### src/rtl/cache_mem_port_arbiter.sv
// rtl/cache_mem_port_arbiter.sv - two-port transaction-level arbiter onto one memory-controller buffer port
module cache_mem_port_arbiter #(
    parameter int BW_ADDR    = 10,
    parameter int BW_BLK     = 2,
    parameter bit FIXED_PRIO = 1'b0
) (
    input  logic                   clock_i,
    input  logic                   resetn_i,
    input  logic [1:0]             req_i,
    input  logic [1:0]             req_block_i,
    input  logic [1:0]             rw_i,
    input  logic [2*BW_ADDR-1:0]   add_i,
    input  logic [1:0]             write_i,
    input  logic [1:0]             read_i,
    input  logic [63:0]            wdata_i,
    output logic [1:0]             en_o,
    output logic [1:0]             ready_req_o,
    output logic [1:0]             ready_write_o,
    output logic [1:0]             ready_read_o,
    output logic [31:0]            rdata_o,
    input  logic                   mem_ready_req_i,
    input  logic                   mem_ready_write_i,
    input  logic                   mem_ready_read_i,
    input  logic [31:0]            mem_rdata_i,
    output logic                   mem_req_o,
    output logic                   mem_req_block_o,
    output logic                   mem_rw_o,
    output logic [BW_ADDR-1:0]     mem_add_o,
    output logic                   mem_write_o,
    output logic                   mem_read_o,
    output logic [31:0]            mem_wdata_o,
    output logic [1:0]             grant_o,
    output logic                   busy_o
);
    typedef enum logic [1:0] {IDLE, CMD, XFER, DONE} state_t;

    localparam logic [BW_BLK:0] ONE_BEAT  = {{BW_BLK{1'b0}}, 1'b1};
    localparam logic [BW_BLK:0] BLK_BEATS = {1'b1, {BW_BLK{1'b0}}};

    state_t             state;
    logic               gnt_idx;
    logic               last;
    logic               lat_block;
    logic               lat_rw;
    logic [BW_ADDR-1:0] lat_add;
    logic [BW_BLK:0]    count;
    logic [BW_BLK:0]    len;
    logic               win_idx;
    logic               beat;

    // On a tie the round-robin winner is whichever port did not own the last transaction
    always_comb begin
        win_idx = req_i[1];
        if (req_i == 2'b11) begin
            win_idx = FIXED_PRIO ? 1'b0 : ~last;
        end
    end

    always_comb begin
        beat = 1'b0;
        if (state == XFER) begin
            beat = lat_rw ? (write_i[gnt_idx] & mem_ready_write_i)
                          : (read_i[gnt_idx] & mem_ready_read_i);
        end
    end

    always_ff @(posedge clock_i or negedge resetn_i) begin
        if (!resetn_i) begin
            state     <= IDLE;
            last      <= 1'b1;
            gnt_idx   <= 1'b0;
            lat_block <= 1'b0;
            lat_rw    <= 1'b0;
            lat_add   <= '0;
            count     <= '0;
            len       <= '0;
            grant_o   <= 2'b00;
            busy_o    <= 1'b0;
        end else begin
            case (state)
                IDLE: begin
                    if (|req_i) begin
                        gnt_idx   <= win_idx;
                        lat_block <= req_block_i[win_idx];
                        lat_rw    <= rw_i[win_idx];
                        lat_add   <= win_idx ? add_i[2*BW_ADDR-1 -: BW_ADDR] : add_i[BW_ADDR-1:0];
                        grant_o   <= win_idx ? 2'b10 : 2'b01;
                        busy_o    <= 1'b1;
                        state     <= CMD;
                    end
                end
                CMD: begin
                    if (mem_ready_req_i) begin
                        count <= '0;
                        len   <= lat_block ? BLK_BEATS : ONE_BEAT;
                        state <= XFER;
                    end
                end
                XFER: begin
                    if (beat) begin
                        count <= count + ONE_BEAT;
                        if (count == len - ONE_BEAT) begin
                            state <= DONE;
                        end
                    end
                end
                DONE: begin
                    last    <= gnt_idx;
                    grant_o <= 2'b00;
                    busy_o  <= 1'b0;
                    state   <= IDLE;
                end
                default: state <= IDLE;
            endcase
        end
    end

    // The non-owning port sees no ready and its strobes never reach the controller
    always_comb begin
        en_o            = 2'b11;
        ready_req_o     = 2'b00;
        ready_write_o   = 2'b00;
        ready_read_o    = 2'b00;
        mem_req_o       = 1'b0;
        mem_req_block_o = 1'b0;
        mem_rw_o        = 1'b0;
        mem_add_o       = '0;
        mem_write_o     = 1'b0;
        mem_read_o      = 1'b0;
        mem_wdata_o     = '0;
        if (state != IDLE) begin
            en_o = gnt_idx ? 2'b10 : 2'b01;
        end
        case (state)
            CMD: begin
                mem_req_o            = 1'b1;
                mem_req_block_o      = lat_block;
                mem_rw_o             = lat_rw;
                mem_add_o            = lat_add;
                ready_req_o[gnt_idx] = mem_ready_req_i;
            end
            XFER: begin
                if (lat_rw) begin
                    mem_write_o            = write_i[gnt_idx];
                    mem_wdata_o            = gnt_idx ? wdata_i[63:32] : wdata_i[31:0];
                    ready_write_o[gnt_idx] = mem_ready_write_i;
                end else begin
                    mem_read_o            = read_i[gnt_idx];
                    ready_read_o[gnt_idx] = mem_ready_read_i;
                end
            end
            default: ;
        endcase
    end

    assign rdata_o = mem_rdata_i;

endmodule

### config.mk
export PLATFORM = sky130hd
export DESIGN_NAME = cache_mem_port_arbiter
export DESIGN_NICKNAME = d
export VERILOG_FILES = /design/src/rtl/cache_mem_port_arbiter.sv
export SDC_FILE = /design/constraint.sdc
export NUM_CORES = 1
export LEC_CHECK = 0
export CAP_MARGIN = 20
export CORE_MARGIN = 10
export CORE_UTILIZATION = 29
export DETAILED_ROUTE_END_ITERATION = 7
export PLACE_DENSITY = 0.93
export SYNTH_ARGS = -nofsm -noshare
export SYNTH_HDL_FRONTEND = slang
export SYNTH_SLANG_ARGS = --single-unit
### constraint.sdc
create_clock -name clock_i -period 2.3 [get_ports clock_i]
set_input_delay 0.46 -clock clock_i [delete_from_list [all_inputs] [get_ports clock_i]]
set_output_delay 0.46 -clock clock_i [all_outputs]
set_load 0.01 [all_outputs]
==> results_dict.tcl, run 1 <==
set metrics [dict create \
    cp_max_fo 13 \
    via_per_inst 4.61 \
    cts_buffers 3 \
    grtUsageMet3 0.0592 \
    critPathArrivalTime_ns 1.75 \
    setup_tns_ns 0 \
    ys_ff_latch 24 \
    antenna_found_initial 0 \
    synthCells 248 \
    finalHoldViolations 0 \
    die_height_um 106 \
    cts-htree-levels 1 \
    worstRegToRegCells 7 \
    crit_path_end "mem_add_o[9]" \
    antenna_cells 0 \
    p_seq_frac 0.237 \
    synth_top_area_share 0.269 \
    drt_iter0_drc 44 \
    cts-root-buf "clkbuf_8" \
    critPathSlowestCell "clkdlybuf4s50_1" \
    ant_nets 0 \
    finClkSkew_ns 0.00597 \
    synth_nets 385 \
    core_area_mm2 0.00721 \
    critPathLaunch "state[1]" \
    status "completed" \
    drv_cap 0 \
    drive_above_1_share 0.0902 \
    p_leak_nw 1.82 \
    avgRoutedWirePerCell_um 18.1 \
    crit_chain "inv_2, ha_4, buf_12, and2_1, clkdlybuf4s50_1" \
    met2_usage 0.254 \
    row_count 31 \
    cts_tree "built" \
    synthDistinctLibCells 35 \
    syn-mean-instance-area_um2 8.63 \
    p_per_area_mw_per_mm2 904 \
    reg2reg_slack_ns 0.26 \
    worst-setup-path-type "flop to output pin" \
    initial_utilization 0.297 \
    irDropWorstVdd_mv 0.524 \
    pwr-share-clk 0.083 \
    worst_pin_slew_ns 0.385 \
    grt_pass1_vias 2381 \
    synthTopCellsByArea "dfrtp_1 27%, mux2i_1 23%, buf_4 12%, nor2_1 6.8%, and2_1 3.8%" \
    synth-seq-area-share 0.281 \
    clk_latency_ns 0.26 \
    drcViolationCount 0 \
    place_hpwl_um 7470 \
    die_w_um 106 \
    required_ns 1.84 \
    yosysTopAreaCell "dfrtp_1" \
    grt_use_total 0.143 \
    routed_wl_um 8600 \
    switching_share 0.404 \
    rsz0062_at_grt "no" \
    pin_count 221 \
    busiest_layer "met2" \
    num_vias 2192 \
    area_growth_pct 73.5 \
    setup_violations 0 \
    cp-end-kind "output pin" \
    reg2reg_to "state[1]" \
    drt-pass1-iter-count 4 \
    grt_max_degree 27 \
    nNetsFinal 515 \
    cell_internal_pwr_mw 2.00 \
    hold_ws_ns 0.475 \
    grt_pass1_wl_um 13100 \
    grt-ovfl-total 0 \
    slew_headroom 0.743 \
    place.gp.congestion 0.790 \
    ys_warn_count 0 \
    hp-class "flop to flop" \
    final_util 0.514 \
    clock.fmax_ghz 0.452 \
    maxSlewViolCount 0 \
    final.min_clock_period_ns 2.21 \
    port_buffers 156 \
    fp.dieArea_mm2 0.0112 \
    p_switching_mw 1.35 \
    fin_crit_sh 0.963 \
    cp-start-kind "flop" \
    syn_area_mm2 0.00214 \
    cts.sinks 24 \
    pwr-share-comb 0.679 \
    cts_buffer_depth 2 \
    cp_slowest_stage_delay_ns 0.54 \
    hold_buffers 0 \
    r2r_start "state[0]" \
    path_clk_slew_ns 0.09 \
    use_met1 0.152 \
]
==> sequential cells by signal, summed over array words and instances, names as in the netlist <==
register / count
gnt_idx: 1
lat_block: 1
len: 2
state: 2
lat_add: 10
lat_rw: 1
count: 3
last: 1
busy_o: 1
grant_o: 2
==> power groups by stage <==
stage          clock network, mW  registers, mW  logic [mW]
6_report                   0.280          0.795        2.28
3_5_place_dp                   0          0.803        2.33
5_1_grt                    0.310          0.827        2.49
3_3_place_gp                   0          0.783        2.26
2_1_floorplan                  0          0.738        1.35
4_1_cts                    0.292          0.795        2.31
==> cell usage after synthesis <==
library cell / count
o221a_2: 1
o21ai_0: 13
mux2_2: 4
clkbuf_1: 13
or3_1: 1
nand2b_1: 5
inv_1: 6
a21oi_1: 2
nor2b_1: 1
a2111oi_0: 1
nor3_1: 2
a21boi_1: 1
nor2_1: 39
dfrtp_1: 23
or2_2: 1
nor4b_1: 1
and4_1: 1
mux2i_1: 49
nor3b_1: 2
dfstp_2: 1
and4b_1: 1
and3b_1: 1
a32o_1: 1
nand2_1: 16
and3_1: 1
buf_4: 33
xor2_1: 1
a22o_1: 3
o2bb2ai_1: 1
and2_1: 13
buf_2: 1
o41ai_1: 1
ha_1: 6
a2111oi_4: 1
o21ai_1: 1
==> what timing repair did <==
action	in CTS	in global routing
gates resized for setup	51	5
endpoints found under the setup margin	51	7
buffers inserted	2	0
gates cloned	0	0
==> per-layer routing <==
metal	share of wire	wire, µm
met5	0	0
met4	0.023	199
met3	0.098	846
met2	0.48	4170
met1	0.39	3390
==> layout by cell type (no fill, tap or decap), types with 2 or more instances in the layout <==
cell type	synthesis	final
a21oi_1	2	2
a22o_1	3	3
and2_1	13	13
buf_12	0	2
buf_4	33	12
buf_6	0	2
clkbuf_8	0	4
clkdlybuf4s50_1	0	109
dfrtp_1	23	21
dfrtp_2	0	2
dlygate4sd2_1	0	44
dlymetal6s2s_1	0	3
ha_1	6	4
ha_4	0	2
inv_1	6	4
inv_2	0	2
mux2_2	4	4
mux2i_1	49	49
nand2_1	16	16
nand2b_1	5	5
nor2_1	39	39
nor3_1	2	2
nor3b_1	2	2
o21ai_0	13	13
==> final cells by class <==
cell class	instances	area [µm²]
clock buffers	4	55.1
fillers	679	3500
inverters	6	22.5
multi-input cells	171	1240
flip-flops and latches	24	604
well taps	99	124
repair buffers	172	1670
==> critical path, delay by kind of cell, from the launching register on <==
family	cells	cell delay, ns
DFF	1	0.45
adders and majority gates	1	0.16
buffers and inverters	3	0.76
and+or+nand+nor	1	0.12
==> cell families after synthesis <==
kind of cell	synth area share
simple gates	0.189
buf+inv	0.151
mux	0.250
compound gates	0.0883
flops	0.281
fa+ha+maj	0.0351
xor+xnor	0.00409
==> how the worst min path moves through the flow <==
stage / to / slack [ns] / depth (start not counted) / from
after floorplan: busy_o / 0.16 / 0 / resetn_i
after global placement: lat_add[0] / 0.45 / 2 / lat_add[0]
after detailed placement: lat_add[4] / 0.46 / 2 / lat_add[4]
after CTS: lat_add[4] / 0.48 / 2 / lat_add[4]
after global routing: lat_add[7] / 0.51 / 2 / lat_add[7]
final: lat_add[4] / 0.48 / 2 / lat_add[4]
==> metrics by stage <==
stage	std cells	total power, mW	cell area (µm²)	setup WS, ns
floorplan	248	2.09	2140	0.337
global placement	470	3.05	3650	0.0335
detailed placement	470	3.14	3650	-0.00985
CTS	476	3.39	3700	0.00369
global route	476	3.62	3710	0.00616
finish	476	3.35	3710	0.0858
(Power assumes the default switching activity.)
==> inputs of run 2 (changes only) <==
--- a/config.mk
+++ b/config.mk
@@ -10,6 +10,8 @@
 export CORE_UTILIZATION = 29
 export DETAILED_ROUTE_END_ITERATION = 7
 export PLACE_DENSITY = 0.93
+export SETUP_SLACK_MARGIN = 0.05
+export SKIP_CTS_REPAIR_TIMING = 1
 export SYNTH_ARGS = -nofsm -noshare
 export SYNTH_HDL_FRONTEND = slang
 export SYNTH_SLANG_ARGS = --single-unit
==> run 2 against run 1 <==
  * Register-to-register slack got worse by 0.03 ns
  * Routed wire length grew 4.2%
  * Sequential cell count is the same
  * Design area grew 5.0%
  * Fmax is 1.5% higher
  * First-iteration DRC count up 2.3%
  * Count of clock-buffer cells in the layout is the same
  * Worst hold slack hardly changed
  * Sequential power is 1% higher
  * Non-clock buffer count is 1 higher
  * Utilization up 2.6 points
  * Critical endpoint is now mem_wdata_o[7]
==> results_dict.tcl, run 2 (synthesis gave the netlist of run 1 again) <==
set metrics [dict create \
    clock.fmax_ghz 0.458 \
    final_area_mm2 0.00390 \
    cp-start-kind "flop" \
    hp-class "flop to flop" \
    grt_pass1_wl_um 12900 \
    critPathArrivalTime_ns 1.72 \
    grt-ovfl-total 0 \
    r2r_start "state[0]" \
    place_ws_ns -0.00985 \
    place_hpwl_um 7470 \
    rsz0062_at_grt "no" \
    via_per_inst 4.70 \
    p_per_area_mw_per_mm2 882 \
    place.gp.congestion 0.790 \
    cts_buffer_depth 2 \
    antenna_found_initial 0 \
    drcViolationCount 0 \
    drv_cap 0 \
    pwr-share-clk 0.082 \
    grt_pass1_vias 2361 \
    avgRoutedWirePerCell_um 18.8 \
    area_growth_pct 82.1 \
    nNetsFinal 516 \
    p_leak_nw 2.48 \
    drt_iter0_drc 45 \
    nFillCells 623 \
    required_ns 1.84 \
    min_from "lat_add[4]" \
    critPathSlowestCell "dfrtp_1" \
    core_area_mm2 0.00721 \
    finClkSkew_ns 0.00568 \
    ant_nets 0 \
    cts-root-buf "clkbuf_8" \
    row_count 31 \
    hold_ws_ns 0.476 \
    pwr-share-comb 0.685 \
    worst-setup-path-type "flop to output pin" \
    clk_latency_ns 0.26 \
    routed_wl_um 8960 \
    p_seq_frac 0.234 \
    p_switching_mw 1.37 \
    cp_slowest_stage_delay_ns 0.42 \
    largest_reg_flops 10 \
    grt_use_total 0.141 \
    cts.sinks 24 \
    switching_share 0.399 \
    cts_buffers 3 \
    cts-htree-levels 1 \
    fin_crit_sh 0.948 \
    crit_chain "inv_2, ha_4, nand2_1, buf_6, buf_4, nor2_1, dlymetal6s2s_1" \
    cts_tree "built" \
    reg_top3 "lat_add: 10 flops, count: 3 flops" \
    fp.dieArea_mm2 0.0112 \
    path_clk_slew_ns 0.09 \
    layout.cells.non_filler 477 \
    final.min_clock_period_ns 2.18 \
    cell_internal_pwr_mw 2.07 \
    irDropWorstVdd_mv 0.525 \
    drive_above_1_share 0.0926 \
    setup_violations 0 \
    drt-pass1-iter-count 4 \
    critPathLaunch "state[0]" \
    crit_family "buffers and inverters" \
    num_vias 2240 \
    placed_area_mm2 0.00365 \
    dp.cells 470 \
    status "completed" \
    port_buffers 156 \
    cp_max_fo 16 \
    mostFrequentLayoutCells "104 x clkdlybuf4s50_1, 52 x dlymetal6s2s_1, 49 x mux2i_1" \
    grt_max_degree 27 \
    setup_slack_ns 0.119 \
    die_height_um 106 \
    path_buf_inv 4 \
    mostFrequentLayoutCell "clkdlybuf4s50_1" \
    regMostFlops "lat_add" \
    die_w_um 106 \
    initial_utilization 0.297 \
    pin_count 221 \
    antenna_cells 0 \
    slew_headroom 0.742 \
    cp-end-kind "output pin" \
    finalHoldViolations 0 \
    maxSlewViolCount 0 \
    worst_pin_slew_ns 0.386 \
]
run 2: cell count changes in the layout (fill, tap and decap cells not counted), sizes merged:
cell | previous run | this run
clkdlybuf4s50 | 109 | 104
dlymetal6s2s | 3 | 52
buf | 16 | 17
dlygate4sd2 | 44 | 0
run 2: metrics by stage:
stage               power (mW)  setup TNS, ns  utilization
CTS                       3.43          -9.53        0.514
floorplan                 2.09              0            -
finish                    3.44              0        0.540
global route              3.71              0        0.540
detailed placement        3.14       -0.00985        0.507
global placement          3.05              0        0.507
run 2: layout make-up:
type | count | area (µm²) | area share
Sequential cell | 24 | 604 | 0.155
Timing Repair Buffer | 173 | 1850 | 0.475
Clock buffer | 4 | 55.1 | 0.0141
Inverter | 6 | 22.5 | 0.00578
Tap cell | 99 | 124 | 0.0318
Multi-Input combinational cell | 171 | 1240 | 0.318
run 2: path summary, 6_finish.rpt:
| kind | depth (start not counted) | to | slack [ns] |
|---|---|---|---|
| min in group asynchronous | 2 | lat_add[9] | 0.55 |
| setup reg to reg | 7 | state[1] | 0.23 |
| setup / recovery | 7 | mem_wdata_o[7] | 0.12 |
| hold / removal | 2 | lat_add[4] | 0.48 |
| hold reg to reg | 2 | lat_add[4] | 0.48 |
| max in group asynchronous | 2 | last | 1.47 |
run 2: worst min-delay path: stages, from the launching register on:
cell and delay [ns]:
dfrtp_1 0.34, nand2_1 0.04, o21ai_0 0.06
run 2: power by group through the flow:
stage	Sequential, mW	Clock [mW]	Combinational, mW
after global placement	0.783	0	2.26
after global routing	0.834	0.310	2.56
after detailed placement	0.803	0	2.33
after CTS	0.795	0.292	2.34
after floorplan	0.738	0	1.35
final	0.803	0.281	2.35
run 2: layer usage:
metal	wire (µm)	vias up	GRT usage
li1	-	1064	-
met1	3480	1038	0.150
met2	4320	114	0.249
met3	877	24	0.0586
met4	276	0	0.0406
met5	0	-	0
